**config.mk**
```make
export PLATFORM = sky130hd
export DESIGN_NAME = ram_req_ctrl_flat
export DESIGN_NICKNAME = d
export VERILOG_FILES = /design/src/rtl/ram_req_ctrl_if.sv /design/src/rtl/ram_req_ctrl.sv /design/src/flat_wrapper.sv
export SDC_FILE = /design/constraint.sdc
export NUM_CORES = 1
export LEC_CHECK = 0
export CAP_MARGIN = 20
export CELL_PAD_IN_SITES_DETAIL_PLACEMENT = 0
export CELL_PAD_IN_SITES_GLOBAL_PLACEMENT = 2
export CORE_MARGIN = 3
export CORE_UTILIZATION = 43
export CTS_CLUSTER_DIAMETER = 30
export DETAILED_ROUTE_END_ITERATION = 6
export DONT_BUFFER_PORTS = 1
export PLACE_DENSITY_LB_ADDON = 0.1
export RECOVER_POWER = 100
export REMOVE_ABC_BUFFERS = 1
export SYNTH_ARGS = -nofsm -noshare
export SYNTH_HDL_FRONTEND = slang
export SYNTH_SLANG_ARGS = --single-unit
```
**constraint.sdc**
```tcl
create_clock -name clk -period 2.9 [get_ports clk]
set_input_delay 0.58 -clock clk [delete_from_list [all_inputs] [get_ports clk]]
set_output_delay 0.58 -clock clk [all_outputs]
set_load 0.005 [all_outputs]
```
**src/rtl/ram_req_ctrl_if.sv**
```systemverilog
// Request, response and RAM-port signals of the RAM request controller.
// The slave modport is the controller's view of the bus. The master modport is
// the view of whatever drives requests, consumes responses and models the RAM.
interface ram_req_ctrl_if #(
  parameter int ADDR_WIDTH = 4,
  parameter int DATA_WIDTH = 8
);
  logic                  req_valid;
  logic                  req_ready;
  logic                  req_wr;
  logic [ADDR_WIDTH-1:0] req_addr;
  logic [DATA_WIDTH-1:0] req_wdata;

  logic                  rsp_valid;
  logic                  rsp_ready;
  logic [DATA_WIDTH-1:0] rsp_data;
  logic [ADDR_WIDTH-1:0] rsp_addr;

  logic                  wr_enb;
  logic [ADDR_WIDTH-1:0] wr_addr;
  logic [DATA_WIDTH-1:0] wr_data;
  logic                  rd_enb;
  logic [ADDR_WIDTH-1:0] rd_addr;
  logic [DATA_WIDTH-1:0] rd_data;

  modport slave (
    input  req_valid, req_wr, req_addr, req_wdata, rsp_ready, rd_data,
    output req_ready, rsp_valid, rsp_data, rsp_addr,
           wr_enb, wr_addr, wr_data, rd_enb, rd_addr
  );

  modport master (
    output req_valid, req_wr, req_addr, req_wdata, rsp_ready, rd_data,
    input  req_ready, rsp_valid, rsp_data, rsp_addr,
           wr_enb, wr_addr, wr_data, rd_enb, rd_addr
  );
endinterface

```
**src/rtl/ram_req_ctrl.sv**
```systemverilog
// Request-side front end for a RAM with separate write and read ports and a
// fixed 1-cycle read latency. Commands go out one per cycle, in order. Read
// data returns through a small response FIFO. Credits reserve a FIFO slot for
// every read still in flight, so rd_data never needs to be dropped.
module ram_req_ctrl #(
  parameter int ADDR_WIDTH = 4,
  parameter int DATA_WIDTH = 8,
  parameter int RSP_DEPTH  = 4
) (
  input  logic           clk,
  input  logic           rst,
  ram_req_ctrl_if.slave  bus
);

  localparam int PTR_W = (RSP_DEPTH > 1) ? $clog2(RSP_DEPTH) : 1;
  // Wide enough to hold FIFO count plus the two in-flight read bits.
  localparam int CNT_W = $clog2(RSP_DEPTH + 3) + 1;

  // Issue stage: registered RAM-side outputs.
  logic                  r_wr_enb;
  logic [ADDR_WIDTH-1:0] r_wr_addr;
  logic [DATA_WIDTH-1:0] r_wr_data;
  logic                  r_rd_enb;
  logic [ADDR_WIDTH-1:0] r_rd_addr;

  // RAM stage: a read the RAM is servicing this cycle.
  logic                  r_rd_pend;
  logic [ADDR_WIDTH-1:0] r_pend_addr;

  // Response FIFO.
  logic [DATA_WIDTH-1:0] r_fifo_data [RSP_DEPTH];
  logic [ADDR_WIDTH-1:0] r_fifo_addr [RSP_DEPTH];
  logic [PTR_W-1:0]      r_wptr;
  logic [PTR_W-1:0]      r_rptr;
  logic [CNT_W-1:0]      r_count;

  logic [CNT_W-1:0]      w_used;
  logic                  w_req_ready;
  logic                  w_accept;
  logic                  w_push;
  logic                  w_pop;
  logic                  w_rsp_valid;

  function automatic logic [PTR_W-1:0] f_next_ptr(input logic [PTR_W-1:0] p);
    if (p == PTR_W'(RSP_DEPTH - 1)) return '0;
    return p + PTR_W'(1);
  endfunction

  // A slot counts as used from acceptance until its response is popped.
  assign w_used      = CNT_W'(r_rd_enb) + CNT_W'(r_rd_pend) + r_count;
  assign w_req_ready = !rst && (w_used < CNT_W'(RSP_DEPTH));
  assign w_accept    = bus.req_valid && w_req_ready;
  assign w_rsp_valid = (r_count != '0);
  assign w_push      = r_rd_pend;
  assign w_pop       = w_rsp_valid && bus.rsp_ready;

  assign bus.req_ready = w_req_ready;
  assign bus.rsp_valid = w_rsp_valid;
  // Head outputs read as zero while the FIFO is empty.
  assign bus.rsp_data  = w_rsp_valid ? r_fifo_data[r_rptr] : '0;
  assign bus.rsp_addr  = w_rsp_valid ? r_fifo_addr[r_rptr] : '0;

  assign bus.wr_enb  = r_wr_enb;
  assign bus.wr_addr = r_wr_addr;
  assign bus.wr_data = r_wr_data;
  assign bus.rd_enb  = r_rd_enb;
  assign bus.rd_addr = r_rd_addr;

  // Issue stage: turn an accepted command into one RAM write or read strobe.
  always_ff @(posedge clk) begin
    if (rst) begin
      r_wr_enb  <= 1'b0;
      r_wr_addr <= '0;
      r_wr_data <= '0;
      r_rd_enb  <= 1'b0;
      r_rd_addr <= '0;
    end else begin
      r_wr_enb <= w_accept && bus.req_wr;
      r_rd_enb <= w_accept && !bus.req_wr;
      if (w_accept && bus.req_wr) begin
        r_wr_addr <= bus.req_addr;
        r_wr_data <= bus.req_wdata;
      end
      if (w_accept && !bus.req_wr) begin
        r_rd_addr <= bus.req_addr;
      end
    end
  end

  // RAM stage: remember which read the RAM answers on rd_data next cycle.
  always_ff @(posedge clk) begin
    if (rst) begin
      r_rd_pend   <= 1'b0;
      r_pend_addr <= '0;
    end else begin
      r_rd_pend   <= r_rd_enb;
      r_pend_addr <= r_rd_addr;
    end
  end

  // FIFO storage: capture read data with its address. No reset is needed
  // because only entries below the count are ever visible.
  always_ff @(posedge clk) begin
    if (w_push) begin
      r_fifo_data[r_wptr] <= bus.rd_data;
      r_fifo_addr[r_wptr] <= r_pend_addr;
    end
  end

  // FIFO pointers and occupancy. A push and a pop on the same edge leave the
  // count unchanged.
  always_ff @(posedge clk) begin
    if (rst) begin
      r_wptr  <= '0;
      r_rptr  <= '0;
      r_count <= '0;
    end else begin
      if (w_push) r_wptr <= f_next_ptr(r_wptr);
      if (w_pop)  r_rptr <= f_next_ptr(r_rptr);
      case ({w_push, w_pop})
        2'b10:   r_count <= r_count + CNT_W'(1);
        2'b01:   r_count <= r_count - CNT_W'(1);
        default: r_count <= r_count;
      endcase
    end
  end

endmodule

```
**src/flat_wrapper.sv**
```systemverilog
// flat-port wrapper written by rule: the top's interface ports become plain ports
module ram_req_ctrl_flat 
#(
  parameter int ADDR_WIDTH = 4,
  parameter int DATA_WIDTH = 8,
  parameter int RSP_DEPTH  = 4
)
  (clk, rst, bus_req_valid, bus_req_wr, bus_req_addr, bus_req_wdata, bus_rsp_ready, bus_rd_data, bus_req_ready, bus_rsp_valid, bus_rsp_data, bus_rsp_addr, bus_wr_enb, bus_wr_addr, bus_wr_data, bus_rd_enb, bus_rd_addr);
  ram_req_ctrl_if #(.ADDR_WIDTH(ADDR_WIDTH), .DATA_WIDTH(DATA_WIDTH)) bus_i ();
  input  logic clk;
  input  logic rst;
  input wire logic [$bits(bus_i.req_valid)-1:0] bus_req_valid;
  input wire logic [$bits(bus_i.req_wr)-1:0] bus_req_wr;
  input wire logic [$bits(bus_i.req_addr)-1:0] bus_req_addr;
  input wire logic [$bits(bus_i.req_wdata)-1:0] bus_req_wdata;
  input wire logic [$bits(bus_i.rsp_ready)-1:0] bus_rsp_ready;
  input wire logic [$bits(bus_i.rd_data)-1:0] bus_rd_data;
  output wire logic [$bits(bus_i.req_ready)-1:0] bus_req_ready;
  output wire logic [$bits(bus_i.rsp_valid)-1:0] bus_rsp_valid;
  output wire logic [$bits(bus_i.rsp_data)-1:0] bus_rsp_data;
  output wire logic [$bits(bus_i.rsp_addr)-1:0] bus_rsp_addr;
  output wire logic [$bits(bus_i.wr_enb)-1:0] bus_wr_enb;
  output wire logic [$bits(bus_i.wr_addr)-1:0] bus_wr_addr;
  output wire logic [$bits(bus_i.wr_data)-1:0] bus_wr_data;
  output wire logic [$bits(bus_i.rd_enb)-1:0] bus_rd_enb;
  output wire logic [$bits(bus_i.rd_addr)-1:0] bus_rd_addr;
  assign bus_i.req_valid = bus_req_valid;
  assign bus_i.req_wr = bus_req_wr;
  assign bus_i.req_addr = bus_req_addr;
  assign bus_i.req_wdata = bus_req_wdata;
  assign bus_i.rsp_ready = bus_rsp_ready;
  assign bus_i.rd_data = bus_rd_data;
  assign bus_req_ready = bus_i.req_ready;
  assign bus_rsp_valid = bus_i.rsp_valid;
  assign bus_rsp_data = bus_i.rsp_data;
  assign bus_rsp_addr = bus_i.rsp_addr;
  assign bus_wr_enb = bus_i.wr_enb;
  assign bus_wr_addr = bus_i.wr_addr;
  assign bus_wr_data = bus_i.wr_data;
  assign bus_rd_enb = bus_i.rd_enb;
  assign bus_rd_addr = bus_i.rd_addr;
  ram_req_ctrl #(.ADDR_WIDTH(ADDR_WIDTH), .DATA_WIDTH(DATA_WIDTH), .RSP_DEPTH(RSP_DEPTH)) u_core (.clk(clk), .rst(rst), .bus(bus_i));
endmodule
```
=== Word-level counts from Yosys, hierarchy flattened ===
Memories as Yosys holds them, arrays and structs flattened. A register that Yosys moved wholly into a read port is not among the register bits.
Index checks and enable logic that the tools add are counted.

* Add/sub/neg operators: 6
* Equal/unequal tests: 4
* Magnitude comparators: 1
* Mux-type cells: 19
* Reductions and logical operators: 9

{| class="wikitable"
|+ Operators by type and width
! operator !! count
|-
| 2-to-1 mux 2 bit || 8
|-
| 2-to-1 mux 1 bit || 8
|-
| 2-to-1 mux 8 bit || 1
|-
| case mux 4 bit (2 select lines) || 1
|-
| == test 2 bit, second input constant || 3
|-
| logical AND 1 bit || 5
|-
| adder 2 x 1 -> 2 bit, second input constant || 2
|-
| adder 4 x 1 -> 4 bit, second input constant || 1
|-
| adder 4 bit || 1
|-
| less-than comparator 4 x 3 -> 1 bit, second input constant || 1
|-
| 2-to-1 mux 4 bit || 1
|-
| nonzero test 4 bit || 1
|-
| subtractor 4 x 1 -> 4 bit, second input constant || 1
|-
| adder 1 x 1 -> 2 bit || 1
|-
| == test 2 x 1 -> 1 bit, second input constant || 1
|-
| zero test 1 bit || 2
|-
| nonzero test 2 bit || 1
|}

* Register bits after elaboration: 31
* RAM bits: 48
* Memories kept: 2
* Input port bits: 25
* Output and inout bits: 32

{| class="wikitable"
|+ Memory list
! name !! words !! bits a word !! rd ports !! clocked after Yosys merged registers in !! write ports !! RTL line !! text
|-
| u_core.r_fifo_data || 4 || 8 || 1 || 1 || 1 || ram_req_ctrl.sv:31 || <nowiki>logic [DATA_WIDTH-1:0] r_fifo_data [RSP_DEPTH];</nowiki>
|-
| u_core.r_fifo_addr || 4 || 4 || 1 || 1 || 1 || ram_req_ctrl.sv:32 || <nowiki>logic [ADDR_WIDTH-1:0] r_fifo_addr [RSP_DEPTH];</nowiki>
|}

=== Logic depth before layout (Yosys ltp) ===
Gate-level depths: netlist (run 1).

* Word-level depth: 7
* Gate-level depth with buffers: 11
* Depth with buffers taken out: 10

=== Worst setup path before layout (run 1) ===
Ideal clock, no wire load.

* Path kind: reg-to-reg
* Start: register u_core.r_rd_pend
* End: register u_core.r_rd_addr[0] (netlist: u_core.bus.rd_addr[0])
* Data arrival time: 2270 ps
* Cell stages (with the launch flop): 8
* Setup time: 121 ps
* Path slack: 509 ps
* Period minus slack after synthesis: 2391 ps
* Required time: 2779 ps
* Cells stage by stage: dfxtp_1 > ha_1 > ha_1 > a31oi_2 > mux2_4 > or4b_4 > buf_6 > mux2_4

* Longest elaborated chain between the ends: 6

{| class="wikitable"
|+ RTL lines
! item !! RTL line !! text
|-
| start: declaration || ram_req_ctrl.sv:27 || <nowiki>logic r_rd_pend;</nowiki>
|-
| start signal: assignment || ram_req_ctrl.sv:96 || <nowiki>r_rd_pend <= r_rd_enb;</nowiki>
|-
| adder 1 x 1 -> 2 bit || ram_req_ctrl.sv:50 || <nowiki>assign w_used = CNT_W'(r_rd_enb) + CNT_W'(r_rd_pend) + r_count;</nowiki>
|-
| adder 4 bit || ram_req_ctrl.sv:50 ||
|-
| less-than comparator 4 x 3 -> 1 bit || ram_req_ctrl.sv:51 || <nowiki>assign w_req_ready = !rst && (w_used < CNT_W'(RSP_DEPTH));</nowiki>
|-
| logical AND 1 bit || ram_req_ctrl.sv:51 ||
|-
| logical AND 1 bit || ram_req_ctrl.sv:52 || <nowiki>assign w_accept = bus.req_valid && w_req_ready;</nowiki>
|-
| logical AND 1 bit || ram_req_ctrl.sv:84 || <nowiki>if (w_accept && !bus.req_wr) begin</nowiki>
|-
| end signal: assignment || ram_req_ctrl.sv:85 || <nowiki>r_rd_addr <= bus.req_addr;</nowiki>
|-
| end: declaration || ram_req_ctrl.sv:24 || <nowiki>logic [ADDR_WIDTH-1:0] r_rd_addr;</nowiki>
|}

Every way passes these cells.
A chain may end at the register's enable or synchronous reset.

=== Worst setup path in the final report (run 1) ===
* Start: register u_core.r_rd_pend
* End: output bus_req_ready

* Longest elaborated chain between the ends: 4

{| class="wikitable"
|+ RTL lines
! item !! RTL line !! text
|-
| adder 1 x 1 -> 2 bit || ram_req_ctrl.sv:50 ||
|-
| adder 4 bit || ram_req_ctrl.sv:50 ||
|-
| less-than comparator 4 x 3 -> 1 bit || ram_req_ctrl.sv:51 ||
|-
| logical AND 1 bit || ram_req_ctrl.sv:51 ||
|-
| end: declaration || flat_wrapper.sv:18 || <nowiki>output wire logic [$bits(bus_i.req_ready)-1:0] bus_req_ready;</nowiki>
|}

Every way passes these cells.

==> impl_metrics.ini, run 1 <==
[outcome]
run_status = finished clean

[finish]
diodes = 0
register_area_sq_um = 2100
multi_input_area_sq_um = 1040
number_of_fill_cells = 658
p_r_area_growth_vs_syn_pct = 8.12
final_layout_size_suffix_gt1_share_pct = 15.0
finish.net_count = 263
finish.utilization_pct = 49.6

[die]
die_w_microns = 92.7
placementRows = 30
floorplan.io_pins = 57
die_height_microns = 92.7
start_util_pct = 45.8
placeableCoreArea_sq_um = 7060
die_area_sq_um = 8600

[synthesis]
ys_seq_area_share_pct = 65.0
synth_area_per_cell_sq_um = 14.4
synth-edff-count = 48
synth.top_cells.by_area = edfxtp_1 45%, dfxtp_1 20%, mux4_2 8.4%
synthesis.instances = 225
synth_top_area_cell = edfxtp_1
synthesized_flop_and_latch_total = 81
total_of_warnings_raised_by_yosys = 0
synth.top_cells.by_count = 48 x edfxtp_1, 33 x dfxtp_1, 17 x a21oi_1
async_reset_ff_share_pct = 0
yosys_most_used_dff = edfxtp_1
mappedNetlistArea_sq_um = 3230
synth_largest_type_area_fraction_pct = 44.6
ys_types = 32
synthMostInstantiatedCell = edfxtp_1

[timing]
setup_clock_skew_after_layout_ns = 0.00695
final-max-slew-violation-count = 0
fmax_ghz = 0.380
maxSlewHeadroom_pct = 36.0
final_count_of_hold_timing_violations = 0
period_minus_slack_ns = 2.63
totalNegativeSetupSlack_ns = 0
worst_margin_slew_ns = 0.959
fin_crit_sh_pct = 90.8
final-setup-viol-count = 0
unrepaired_setup_endpoints_after_global_routing = false

[clock_tree]
postCtsSetupRepairBufs = 0
clock-root-buffer = clkbuf_8
h-tree-depth = 3
clock_insertion_delay_worst_skew_ns = 0.34
cts_resized = 0
clk_buf_depth = 2
cts_hold_buffers = 0
worst_setup_hold_path_clk_slew_ns = 0.08
clock_tree_from_tritoncts = done
tritoncts_sinks = 81
tritoncts.num_buffers = 9

[worst_setup_path]
timing.setup.critical_path_class = reg -> out
worstSetupEndpointType = output pin
crit_path_frequent_cell = ha_1
path_max_fanout = 7
crit_path_start_kind = register
critical_path.slowest_cell = dfxtp_1
critPathRequiredTime_ns = 2.32
critPathArrivalTime_ns = 2.05
timing.critical_path.cells = ha_1 -> ha_1 -> a31oi_2 -> mux2_1 -> nor2_1
crit_path_max_incr_delay_ns = 0.45

[grt]
globalRoute.totalOverflow = 0
groute.usage.overall_pct = 14.8
first_global_vias = 1860
pin_count_of_the_biggest_net_entering_global_routing = 30
grt_antenna_before_repair = 0
grt_first_pass_wirelength_microns = 9610

[min_path]
worst_hold_path_type = in -> reg

[job]
timing.max_cap.violations = 0

[placement]
routabilityCongestion = 0.716
hpwlAfterDp_microns = 3930
placement.io_buffers = 0

[detailed_routing]
total_wirelength_microns = 5780
ratio_of_routed_vias_to_standard_cells = 5.39
drt.antenna.violating_nets = 0
drt_first_pass_iters = 4
remaining_drc_errors = 0
detail_route.wl_per_cell_microns = 17.6
detail_route.iter0.violations = 68
vias = 1772

[power]
power-per-cell-area_nw_per_um2 = 683
leakage_nw = 1.20
max-vdd-ir-drop_v = 0.000321
power_mw = 2.39
final timing paths:
check | start | endpoint | slack (ns) | cells after the start
worst min-delay path | rst | u_core.bus.wr_data[5]$_SDFFE_PP0P_ | 0.30 | 1
worst min register to register | u_core.r_pend_addr[3]$_SDFF_PP0_ | u_core.r_fifo_addr[1][3]$_DFFE_PP_ | 0.48 | 0
worst max-delay path | u_core.r_rd_pend$_SDFF_PP0_ | bus_req_ready | 0.27 | 5
worst max register to register | u_core.r_rd_pend$_SDFF_PP0_ | u_core.bus.rd_addr[0]$_SDFFE_PP0P_ | 0.27 | 6
metal layers:
metal / global-route usage (%) / wire, microns
met2: 24.7 / 2930
met5: 0 / 0
met4: 6.23 / 71
met1: 16.8 / 2320
met3: 6.01 / 454
power by group:
part / leakage (nW) / internal, mW / switching, mW
registers: 0.717 / 1.25 / 0.0476
clock network: 0.0890 / 0.400 / 0.398
logic: 0.396 / 0.138 / 0.152
stage by stage:
step	setup slack (ns)	hold slack, ns	cell area, sq um	instances
2_1_floorplan	0.402	0.438	3180	213
3_3_place_gp	0.475	0.447	3320	312
3_5_place_dp	0.363	0.466	3320	312
4_1_cts	0.265	0.278	3520	328
5_1_grt	0.0929	0.276	3500	329
6_report	0.265	0.297	3500	329
cells in the final DEF (no fill, tap or decap), types with 6 or more instances in the layout:
cell type,count
edfxtp_1,48
a21oi_1,17
nand3_1,13
o21ai_0,14
and2_0,15
ha_1,10
inv_1,6
clkbuf_8,9
nor2b_1,6
dfxtp_1,33
nor2_1,7
mux4_2,12
sequential cells by signal (all words and copies together) (netlist names), named ones only:
name                count
u_core.r_fifo_addr     16
u_core.r_pend_addr      4
u_core.bus.rd_enb       1
u_core.r_rptr           2
u_core.bus.wr_addr      4
u_core.bus.wr_data      8
u_core.r_rd_pend        1
u_core.bus.rd_addr      4
u_core.r_count          4
u_core.r_wptr           2
u_core.bus.wr_enb       1
u_core.r_fifo_data     32
area by class of cell:
type                       instances  area share, %
tap                               96           3.43
sequential                        81           60.1
clock inverter                     6           1.93
inverter                           6          0.644
multi-input combinational        126           29.6
timing repair buffer               4          0.608
clock buffer                      10           3.65
critical path, delay by kind of cell (launching register included):
family                   cells  cell delay [ns]
flip-flops                   1             0.45
multiplexers                 1             0.38
AND/OR/NAND/NOR              1             0.17
adder cells (fa/ha/maj)      2             0.42
AO/OA/AOI/OAI                1             0.30
logic make-up (layout without fill, tap and decap cells):
group / Yosys count / in the layout / synth area share [%]
xor+xnor: 3 / 3 / 0.813
flops: 81 / 81 / 65.0
buf+inv: 18 / 26 / 2.40
compound gates: 34 / 34 / 5.61
fa+ha+maj: 10 / 10 / 3.87
simple gates: 58 / 58 / 10.4
mux: 21 / 21 / 12.0
(Power assumes the default switching activity.)
==> run 2, diff against run 1 <==
--- a/config.mk
+++ b/config.mk
@@ -13,6 +13,7 @@
 export CTS_CLUSTER_DIAMETER = 30
 export DETAILED_ROUTE_END_ITERATION = 6
 export DONT_BUFFER_PORTS = 1
+export MAX_ROUTING_LAYER = met4
 export PLACE_DENSITY_LB_ADDON = 0.1
 export RECOVER_POWER = 100
 export REMOVE_ABC_BUFFERS = 1
==> run 2 against run 1 <==
Effect of this change:
- sequential cell count is the same
- core utilization is the same
- power is essentially flat
- clock-buffer cell count is the same
- worst hold slack gained 0.0049 ns
- wire length grew 0.33%
- register-to-register slack is essentially flat
- via count shrank 0.90%
- clock power is essentially flat
- combinational power is essentially flat
- sequential power is essentially flat
- first-iteration DRC count shrank 2.9%
- largest power group unchanged
==> impl_metrics.ini, run 2 (synthesized netlist as in run 1, its figures left out) <==
[outcome]
run_status = finished clean

[worst_setup_path]
timing.setup.critical_path_class = reg -> reg
critPathArrivalTime_ns = 2.85
crit_path_start_kind = register
path_max_fanout = 7
critPathRequiredTime_ns = 3.12
worstSetupEndpointType = register

[finish]
p_r_area_growth_vs_syn_pct = 8.12
finish.net_count = 263
layout.cells.most_common_list = 48 x edfxtp_1, 33 x dfxtp_1, 17 x a21oi_1
final_layout_size_suffix_gt1_share_pct = 15.0
diodes = 0
layout.cells.most_common = edfxtp_1
regMostFlops = u_core.r_fifo_data
layoutNonFillerInstCount = 329
number_of_fill_cells = 658
largest_reg_flops = 32
finalInstanceArea_sq_um = 3500

[placement]
dp.cells = 312
placement.io_buffers = 0
hpwlAfterDp_microns = 3930
routabilityCongestion = 0.725
placement.cell_area_sq_um = 3320

[clock_tree]
cts_hold_buffers = 0
h-tree-depth = 3
tritoncts.num_buffers = 9
tritoncts_sinks = 81
clock-root-buffer = clkbuf_8
clock_insertion_delay_worst_skew_ns = 0.34
postCtsSetupRepairBufs = 0
clock_tree_from_tritoncts = done
clk_buf_depth = 2
worst_setup_hold_path_clk_slew_ns = 0.08
cts_resized = 0

[timing]
final-max-slew-violation-count = 0
maxSlewHeadroom_pct = 36.3
fin_crit_sh_pct = 90.7
final-setup-viol-count = 0
period_minus_slack_ns = 2.63
setup_clock_skew_after_layout_ns = 0.00728
totalNegativeSetupSlack_ns = 0
hold_ws_ns = 0.302
final_count_of_hold_timing_violations = 0
unrepaired_setup_endpoints_after_global_routing = false
worst_margin_slew_ns = 0.955
fmax_ghz = 0.380

[detailed_routing]
detail_route.iter0.violations = 66
vias = 1756
remaining_drc_errors = 0
drt_first_pass_iters = 4
ratio_of_routed_vias_to_standard_cells = 5.34
total_wirelength_microns = 5800
drt.antenna.violating_nets = 0
detail_route.wl_per_cell_microns = 17.6

[power]
comb_power_share_pct = 12.2
leakage_nw = 1.20
max-vdd-ir-drop_v = 0.000321
power_mw = 2.39
power.internal_mw = 1.79
power.share.switching_pct = 25.0
share_clk_of_total_power_pct = 33.4
net-switching-power_uw = 598
power.share.sequential_pct = 54.4
power-per-cell-area_nw_per_um2 = 683

[die]
floorplan.io_pins = 57
start_util_pct = 45.8
placementRows = 30
die_w_microns = 92.7
die_area_sq_um = 8600
placeableCoreArea_sq_um = 7060
die_height_microns = 92.7

[min_path]
worst_hold_path_type = in -> reg

[grt]
first_global_vias = 1861
globalRoute.totalOverflow = 0
grt_antenna_before_repair = 0
pin_count_of_the_biggest_net_entering_global_routing = 30
grt_first_pass_wirelength_microns = 9630
groute.usage.overall_pct = 15.2

[job]
timing.max_cap.violations = 0
## run 2: path summary, 6_finish.rpt
check / from / end / slack, ns / cells after the start
hold / removal: rst / u_core.bus.wr_data[6]$_SDFFE_PP0P_ / 0.30 / 1
setup / recovery: u_core.r_rd_pend$_SDFF_PP0_ / u_core.bus.rd_addr[0]$_SDFFE_PP0P_ / 0.27 / 6
setup reg to reg: u_core.r_rd_pend$_SDFF_PP0_ / u_core.bus.rd_addr[0]$_SDFFE_PP0P_ / 0.27 / 6
hold reg to reg: u_core.r_pend_addr[3]$_SDFF_PP0_ / u_core.r_fifo_addr[1][3]$_DFFE_PP_ / 0.48 / 0
## run 2: power groups by stage
stage          logic [mW]  clock network [mW]  registers [mW]
2_1_floorplan       0.225                   0            1.33
3_3_place_gp        0.305                   0            1.33
3_5_place_dp        0.313                   0            1.33
4_1_cts             0.315               0.826            1.30
5_1_grt             0.328               0.872            1.31
6_report            0.291               0.798            1.30
## run 2: through the flow
| step | util, % | setup slack (ns) |
|---|---|---|
| final | 49.6 | 0.269 |
| after global routing | 49.6 | 0.0921 |
| after CTS | 49.8 | 0.265 |
| after detailed placement | 47.1 | 0.363 |
| after global placement | 47.1 | 0.475 |
| after floorplan | - | 0.402 |
## run 2: final cells by class
| type | instances | area [sq um] | share of cell area (%) |
|---|---|---|---|
| repair buffers | 4 | 21.3 | 0.608 |
| multi-input cells | 126 | 1040 | 29.6 |
| flip-flops and latches | 81 | 2100 | 60.1 |
| inverters | 6 | 22.5 | 0.644 |
| clock buffers | 10 | 128 | 3.65 |
| well taps | 96 | 120 | 3.43 |
| clock inverters | 6 | 67.6 | 1.93 |
## run 2: critical path, stage by stage (launching register included)
cell	delay [ns]
dfxtp_1	0.45
ha_1	0.19
ha_1	0.23
a31oi_2	0.30
mux2_1	0.38
or4b_1	0.60
mux2_1	0.36
## run 2: metal layers
metal | share of wire (%) | wire [microns] | global-route usage [%]
met1 | 41 | 2370 | 16.8
met2 | 51 | 2960 | 24.8
met3 | 7.5 | 436 | 5.93
met4 | 0.53 | 31 | 5.86
met5 | 0 | 0 | -
==> run 3, diff against run 2 <==
--- a/config.mk
+++ b/config.mk
@@ -5,11 +5,12 @@
 export SDC_FILE = /design/constraint.sdc
 export NUM_CORES = 1
 export LEC_CHECK = 0
+export ABC_AREA = 1
 export CAP_MARGIN = 20
 export CELL_PAD_IN_SITES_DETAIL_PLACEMENT = 0
 export CELL_PAD_IN_SITES_GLOBAL_PLACEMENT = 2
 export CORE_MARGIN = 3
-export CORE_UTILIZATION = 43
+export CORE_UTILIZATION = 39
 export CTS_CLUSTER_DIAMETER = 30
 export DETAILED_ROUTE_END_ITERATION = 6
 export DONT_BUFFER_PORTS = 1
==> run 3 against run 2 <==
Effect of this change:
- cell area rose by 5.6%
- wire length rose by 11%
- critical endpoint is now u_core.r_count[2]$_SDFFE_PP0P_
- global-route usage fell by 0.86 points
- synthesized cell count rose by 56%
- clock skew rose by 0.0035 ns
- worst setup slack improved by 0.057 ns
- clock power rose by 2%
- non-clock buffer count did not move
- sequential power rose by 8%
- final cell count rose by 40%
==> impl_metrics.ini, run 3 <==
[outcome]
run_status = finished clean

[min_path]
holdPathStages = 1
worstHoldStart = rst
worst_hold_path_type = in -> reg
endpoint_with_the_worst_hold_slack = u_core.r_count[3]$_SDFFE_PP0P_

[clock_tree]
clk_buf_depth = 2
clock_insertion_delay_worst_skew_ns = 0.35
tritoncts.num_buffers = 9
h-tree-depth = 3
clock_tree_from_tritoncts = done
cts_resized = 1
cts_hold_buffers = 0
postCtsSetupRepairBufs = 0
worst_setup_hold_path_clk_slew_ns = 0.09
tritoncts_sinks = 81
clock-root-buffer = clkbuf_8

[power]
power.share.sequential_pct = 44.5
net-switching-power_mw = 1.13
max-vdd-ir-drop_v = 0.000330
power.share.switching_pct = 35.8
power.internal_mw = 2.03
leakage_nw = 1.46
power-per-cell-area_nw_per_um2 = 857
comb_power_share_pct = 29.8
power_mw = 3.16
share_clk_of_total_power_pct = 25.7

[finish]
regMostFlops = u_core.r_fifo_data
number_of_fill_cells = 824
diodes = 0
final_layout_size_suffix_gt1_share_pct = 11.5
largest_reg_flops = 32
layout.cells.most_common = nor2_1
finish.net_count = 385
multi_input_area_sq_um = 1090
register_area_sq_um = 2100
p_r_area_growth_vs_syn_pct = 8.05
layout.cells.most_common_list = 83 x nor2_1, 48 x edfxtp_1, 36 x inv_1

[synthesis]
mappedNetlistArea_sq_um = 3420
total_of_warnings_raised_by_yosys = 0
async_reset_ff_share_pct = 0
synthMostInstantiatedCell = nor2_1
yosys_most_used_dff = edfxtp_1
synth.top_cells.by_area = edfxtp_1 42%, dfxtp_1 19%, nor2_1 8.6%
synth_largest_type_area_fraction_pct = 42.2
synth_top_area_cell = edfxtp_1
ys_seq_area_share_pct = 61.5
synthesis.instances = 351
synth_area_per_cell_sq_um = 9.74
ys_types = 23
synth-edff-count = 48
synth.top_cells.by_count = 78 x nor2_1, 48 x edfxtp_1, 35 x inv_1
synthesized_flop_and_latch_total = 81

[worst_setup_path]
crit_path_start_kind = register
path_max_fanout = 13
critPathArrivalTime_ns = 2.82
reg2regPathDepth = 15
critPathRequiredTime_ns = 3.15
setup_slack_of_the_most_critical_reg_to_reg_path_ns = 0.33
timing.setup.critical_path_class = reg -> reg
critical_path.reg2reg.startpoint = u_core.r_count[2]$_SDFFE_PP0P_
r2r_end = u_core.r_count[2]$_SDFFE_PP0P_
worstSetupEndpointType = register

[timing]
worst_margin_slew_ns = 0.693
maxSlewHeadroom_pct = 53.7
setup_clock_skew_after_layout_ns = 0.0108
period_minus_slack_ns = 2.57
final_count_of_hold_timing_violations = 0
fin_crit_sh_pct = 88.8
worst_slack_ns = 0.326
unrepaired_setup_endpoints_after_global_routing = false
totalNegativeSetupSlack_ns = 0
final-max-slew-violation-count = 0
hold_ws_ns = 0.289
fmax_ghz = 0.388
final-setup-viol-count = 0

[grt]
pin_count_of_the_biggest_net_entering_global_routing = 25
groute.usage.overall_pct = 14.3
globalRoute.totalOverflow = 0
grt_antenna_before_repair = 0
first_global_vias = 2133
grt_first_pass_wirelength_microns = 10600

[placement]
placement.io_buffers = 0
placement.setup.worst_slack_ns = -0.0159
hpwlAfterDp_microns = 4320
routabilityCongestion = 0.764

[detailed_routing]
detail_route.iter0.violations = 81
drt.antenna.violating_nets = 0
ratio_of_routed_vias_to_standard_cells = 4.66
drt_first_pass_iters = 4
total_wirelength_microns = 6450
detail_route.wl_per_cell_microns = 14.0
vias = 2143
remaining_drc_errors = 0

[die]
die_height_microns = 99.6
start_util_pct = 40.8
placeableCoreArea_sq_um = 8380
floorplan.io_pins = 57
die_w_microns = 99.6
placementRows = 33
die_area_sq_um = 9920

[job]
timing.max_cap.violations = 0
-- run 3: cell count changes after synthesis, moves of 6 or more --
cell,delta
nor2b_1,-6
and2_1,-16
nand3_1,-11
o21ai_0,+16
mux4_2,-12
nor2_2,+19
nand2_1,+28
inv_1,+29
nand4_1,+16
nor2_1,+71
-- run 3: final cells by class --
type	count	area share, %
clock buffer	9	3.35
clock inverter	7	2.07
inverter	38	3.86
multi-input combinational	216	29.4
sequential	81	56.9
tap	105	3.56
timing repair buffer	4	0.813
-- run 3: power groups by stage --
stage	Clock [mW]	Combinational [mW]	Sequential (mW)
finish	0.813	0.943	1.41
global route	0.904	1.10	1.43
CTS	0.845	0.983	1.41
detailed placement	0	0.966	1.44
global placement	0	0.963	1.43
floorplan	0	0.657	1.44
-- run 3: worst max-delay path, cell delays in order, from the launching register on --
cell and delay [ns]:
dfxtp_1 0.35, inv_2 0.08, nand2_1 0.11, nor3_4 0.55, inv_1 0.13, nand2_1 0.12
inv_1 0.09, ha_1 0.25, nand2_1 0.09, inv_1 0.05, nor2_1 0.13, ha_1 0.17
a21oi_1 0.05, xnor2_1 0.12, o21ai_0 0.14, inv_1 0.05
-- run 3: worst max-delay path by stage --
stage                                              start                        endpoint  slack, ns
final                     u_core.r_count[2]$_SDFFE_PP0P_  u_core.r_count[2]$_SDFFE_PP0P_       0.33
after global routing      u_core.r_count[2]$_SDFFE_PP0P_  u_core.r_count[2]$_SDFFE_PP0P_       0.03
after CTS                 u_core.r_count[2]$_SDFFE_PP0P_  u_core.r_count[2]$_SDFFE_PP0P_       0.25
after detailed placement  u_core.r_count[2]$_SDFFE_PP0P_  u_core.r_count[2]$_SDFFE_PP0P_      -0.02
after global placement    u_core.r_count[2]$_SDFFE_PP0P_  u_core.r_count[2]$_SDFFE_PP0P_       0.10
after floorplan           u_core.r_count[2]$_SDFFE_PP0P_  u_core.r_count[2]$_SDFFE_PP0P_       0.33
-- run 3: logic make-up (layout without fill, tap and decap cells) --
| kind of cell | count (synthesis) | count (layout) | share of synthesized area, % |
|---|---|---|---|
| xor+xnor | 3 | 3 | 0.769 |
| simple gates | 155 | 155 | 20.7 |
| flops | 81 | 81 | 61.5 |
| fa+ha+maj | 10 | 10 | 3.66 |
| compound gates | 48 | 48 | 7.10 |
| buf+inv | 54 | 58 | 6.30 |
-- run 3: metal layers --
| layer | global-route usage [%] | vias up | wire length, microns |
|---|---|---|---|
| li1 | - | 1144 | - |
| met1 | 15.7 | 943 | 2760 |
| met2 | 24.4 | 47 | 3200 |
| met3 | 5.19 | 9 | 411 |
| met4 | 4.41 | 0 | 80 |
| met5 | - | - | 0 |
-- run 3: stage by stage --
step / cell area [sq um] / utilization [%] / cells
2_1_floorplan: 3350 / - / 335
3_3_place_gp: 3510 / 41.9 / 444
3_5_place_dp: 3510 / 41.9 / 444
4_1_cts: 3720 / 44.4 / 460
5_1_grt: 3690 / 44.1 / 460
6_report: 3690 / 44.1 / 460
==> patch 1 (config.mk and constraints of run 2) <==
`RSP_DEPTH` is set to 4 in 2 places; all go to 8.
--- a/src/rtl/ram_req_ctrl.sv
+++ b/src/rtl/ram_req_ctrl.sv
@@ -7,3 +7,3 @@
   parameter int DATA_WIDTH = 8,
-  parameter int RSP_DEPTH  = 4
+  parameter int RSP_DEPTH  = 8
 ) (
--- a/src/flat_wrapper.sv
+++ b/src/flat_wrapper.sv
@@ -5,3 +5,3 @@
   parameter int DATA_WIDTH = 8,
-  parameter int RSP_DEPTH  = 4
+  parameter int RSP_DEPTH  = 8
 )
Formal check against the unedited RTL: not equivalent (Yosys sat finds a counterexample within 10 cycles, from zero or initial values and one cycle with rst high).
==> patch 1 against run 2 <==
Worst setup slack got worse by 0.013 ns. Synthesized area up 66%. Wire length grew 69%. Sequential share of layout area down 1.4 points. Total power increased by 130%. Largest cell class unchanged. Via count up 57%. Sequential cell count grew 52. Global-route usage increased by 0.52 points. Design area up 76%.
==> patch 1: results (changes against run 2) <==
[final_layout]
antenna_cells = 0  ; unchanged
fillCellCount = 1053  ; +60%
nNetsFinal = 387  ; +47%
largest_reg_flops = 64  ; +100%
largest_register = u_core.r_fifo_data
drive_gt1_frac = 0.199  ; +0.0492

[timing]
slew_headroom = 0.320  ; -0.0434
fin_setup_tns_ns = 0  ; unchanged
skew_ns = 0.00512  ; -0.00216 ns

[worst_hold_path]
min_from = rst
hold_class = input port to flip-flop

[critical_path]
critPathMaxFanout = 10  ; +3
cp-endpoint = bus_rsp_addr[3]
reg2reg_to = u_core.r_count[4]
worstReg2RegStart = u_core.r_count[1]
startpoint_type = flip-flop
reg2regPathDepth = 10  ; +4
r2r_slack_ns = 0.33  ; +0.06 ns
critPathArrivalTime_ns = 2.06  ; -0.79 ns

[grt]
grt_pass1_wl_um = 15900  ; +65%
first_global_vias = 2902  ; +56%
track_usage = 0.157  ; +0.00516
grt_max_degree = 37  ; +23%
antenna_found_initial = 0  ; unchanged

[routing]
drt_iter0_drc = 181  ; +170%
dr.pass1.iters = 4  ; unchanged
via_per_inst = 5.17  ; -3.2%
wl_um = 9770  ; +69%

[pwr]
p_leak_nw = 2.10  ; +75%
vdd_ir_drop_max_mv = 0.351  ; +9.5%

[cts]
cts_max_path_buffers = 2  ; unchanged
cts_buffers = 17  ; +8
cts_resized = 0  ; unchanged
cts_root_buf = clkbuf_16
insertion_delay_ns = 0.41  ; +0.07 ns
cts_max_level = 4  ; +1
postCtsSetupBuffers = 0  ; unchanged
path_clk_slew_ns = 0.05  ; -0.03 ns

[logic_synthesis]
synth_area_leaders = edfxtp_1, dfxtp_1, mux4_2, mux2i_1, nor2_1
seq_area_frac_synth = 0.675  ; +0.0248
synth.distinct_cells = 41  ; +28%
synthArstFlopShare = 0  ; unchanged
synth_common_cells = edfxtp_1, dfxtp_1, nor2_1
yosys_warnings = 0  ; unchanged
synth_edf_count = 96  ; +100%

[placement]
placed_area_um2 = 5640  ; +70%
io_buffers = 0  ; unchanged
place_hpwl_um = 6120  ; +56%
place.gp.congestion = 0.751  ; +3.6%

[outcome]
status = completed

## patch 1: worst min-delay path by stage
| stage | endpoint | slack (ns) | depth (start not counted) |
|---|---|---|---|
| after floorplan | u_core.bus.wr_addr[0] | 0.46 | 2 |
| after global placement | u_core.bus.wr_addr[3] | 0.47 | 2 |
| after detailed placement | u_core.bus.wr_addr[0] | 0.48 | 2 |
| after CTS | u_core.bus.wr_addr[1] | 0.21 | 1 |
| after global routing | u_core.bus.wr_addr[1] | 0.21 | 1 |
| final | u_core.bus.wr_addr[1] | 0.24 | 1 |
## patch 1: layer usage
metal | share of wire | vias to the layer above | GRT usage
met5 | 0 | - | -
met2 | 0.50 | 69 | 0.246
met3 | 0.050 | 20 | 0.0581
li1 | - | 1318 | -
met1 | 0.43 | 1352 | 0.181
met4 | 0.023 | 0 | 0.0718
## patch 1: stage by stage
stage | setup slack [ns] | power, mW | cells
6_report | 0.256 | 5.42 | 534
5_1_grt | 0.0544 | 5.70 | 534
4_1_cts | 0.259 | 5.54 | 534
3_5_place_dp | 0.335 | 3.31 | 502
3_3_place_gp | 0.389 | 3.30 | 502
2_1_floorplan | 0.361 | 3.01 | 320
## patch 1: cell families after synthesis
| kind of cell | synth area share |
|---|---|
| xor+xnor | 0.00489 |
| simple gates | 0.0850 |
| fa+ha+maj | 0.0210 |
| buf+inv | 0.0151 |
| compound gates | 0.0340 |
| flops | 0.675 |
| mux | 0.165 |
## patch 1: cell type report
| cell class | count | area [µm²] | area share |
|---|---|---|---|
| clock buffers | 18 | 439 | 0.0712 |
| clock inverters | 14 | 184 | 0.0298 |
| inverters | 7 | 26.3 | 0.00426 |
| multi-input cells | 180 | 1620 | 0.262 |
| flip-flops and latches | 133 | 3620 | 0.588 |
| well taps | 168 | 210 | 0.0341 |
| repair buffers | 14 | 66.3 | 0.0107 |
## patch 1: report_power, final
part | internal [mW] | switching (mW)
sequential | 2.11 | 0.108
combinational | 0.459 | 0.524
clock | 1.45 | 0.761
## patch 1: worst max-delay path: stages, from the launching register on
cell,delay [ns]
dfxtp_2,0.54
clkbuf_2,0.33
mux4_2,0.54
mux2i_1,0.16
nor2_1,0.08
==> patch 2 (flow settings as in run 2) <==
Without the edit above. `r_pend_addr` no longer has a reset.
--- a/src/rtl/ram_req_ctrl.sv
+++ b/src/rtl/ram_req_ctrl.sv
@@ -93,7 +93,9 @@
       r_rd_pend   <= 1'b0;
-      r_pend_addr <= '0;
     end else begin
       r_rd_pend   <= r_rd_enb;
-      r_pend_addr <= r_rd_addr;
     end
+  end
+
+  always_ff @(posedge clk) begin
+    r_pend_addr <= r_rd_addr;
   end
Function: no difference found for any inputs over 10 cycles, from zero or initial values and one cycle with rst high; that may be too few to reach the edited logic, so the function may still have changed.
==> patch 2 against run 2 <==
Total power up 4.6%. Critical path depth is 4 higher. Sequential cell count did not move. Maximum frequency down 2.2%. Non-clock buffer count is the same. Design area grew 2.8%. Count of clock-buffer cells in the layout shrank 1. Worst setup slack worse by 0.059 ns. Synthesized area rose by 3.1%. Die area is 2.9% higher. Global-route usage rose by 0.44 points. Wire length rose by 7.5%. Critical path type unchanged. Critical endpoint is now u_core.r_count[2].
==> patch 2: results (changes against run 2) <==
[placement]
place.gp.congestion = 0.730  ; +0.73%
place_hpwl_um = 4240  ; +7.9%

[die]
die_w_um = 94.0  ; +1.4%

[grt]
use_met3 = 0.0505  ; -0.00882
first_global_vias = 1989  ; +6.9%
use_met1 = 0.182  ; +0.0134
track_usage = 0.156  ; +0.00440

[routing]
dr.pass1.iters = 6  ; +2
via_per_inst = 5.49  ; +2.9%
drt_iter0_drc = 62  ; -6.1%

[cts]
path_clk_slew_ns = 0.08  ; about the same

[critical_path]
cp_top_family = simple AND/OR/NAND/NOR gates
reg2reg_to = u_core.r_count[2]
critPathMaxFanout = 14  ; +7
r2r_slack_ns = 0.21  ; -0.06 ns
startpoint = u_core.r_count[3]
critPathArrivalTime_ns = 2.95  ; +0.10 ns
slowest_delay_ns = 0.69  ; +0.09 ns

[logic_synthesis]
synth.distinct_cells = 40  ; +25%
synth_common_cells = edfxtp_1, dfxtp_1, and2_1
synth_area_leaders = edfxtp_1, dfxtp_1, mux4_2, ha_1, and2_1
seq_area_frac_synth = 0.631  ; -0.0193

[final_layout]
nNetsFinal = 273  ; +3.8%
fillCellCount = 656  ; -0.30%
drive_gt1_frac = 0.189  ; +0.0391

[pwr]
pwr-share-clk = 0.361  ; +0.027
p_leak_nw = 1.21  ; +0.82%
vdd_ir_drop_max_mv = 0.265  ; -17%
p_int_mw = 1.89  ; +5.3%
p_comb_uw = 310  ; +7%

[outcome]
status = completed

[timing]
slew_headroom = 0.322  ; -0.0409

==> patch 2: cell types whose count changed after synthesis, sizes merged, moves of 2 or more <==
cell | before | now
buf | 4 | 10
clkbuf | 8 | 2
nand3 | 13 | 19
a21oi | 17 | 22
mux2 | 6 | 1
nor2b | 6 | 2
o21ai | 14 | 18
nand2 | 4 | 6
nor3b | 0 | 2
or4b | 2 | 0
==> patch 2: layout make-up <==
class,instances,area share
clock buffers,9,0.0345
inverters,5,0.00522
repair buffers,4,0.00835
multi-input cells,137,0.305
well taps,99,0.0345
clock inverters,7,0.0275
flip-flops and latches,81,0.585
==> patch 2: worst max path at each step <==
stage / endpoint / slack [ns] / cells past startpoint
after floorplan: u_core.r_count[2] / 0.53 / 10
after global placement: u_core.r_count[2] / 0.39 / 10
after detailed placement: u_core.r_count[2] / 0.24 / 10
after CTS: u_core.r_count[2] / 0.21 / 10
after global routing: u_core.r_count[2] / 0.07 / 10
final: u_core.r_count[2] / 0.21 / 10
==> patch 2: layer usage <==
| layer | share of wire | wire length (µm) |
|---|---|---|
| met5 | 0 | 0 |
| met3 | 0.076 | 474 |
| met4 | 0.019 | 116 |
| met1 | 0.41 | 2560 |
| met2 | 0.49 | 3080 |
==> patch 2: kinds of logic after synthesis <==
group	share of synthesized area
flops	0.631
simple gates	0.125
compound gates	0.0807
buf+inv	0.0248
mux	0.0935
fa+ha+maj	0.0375
xor+xnor	0.00788
==> patch 2: metrics by stage <==
step	power [mW]	cell area, µm²	setup WS [ns]	cells
floorplan	1.55	3270	0.527	223
global placement	1.62	3420	0.385	325
detailed placement	1.64	3420	0.237	325
CTS	2.54	3640	0.213	341
global route	2.61	3590	0.0691	342
finish	2.50	3590	0.210	342
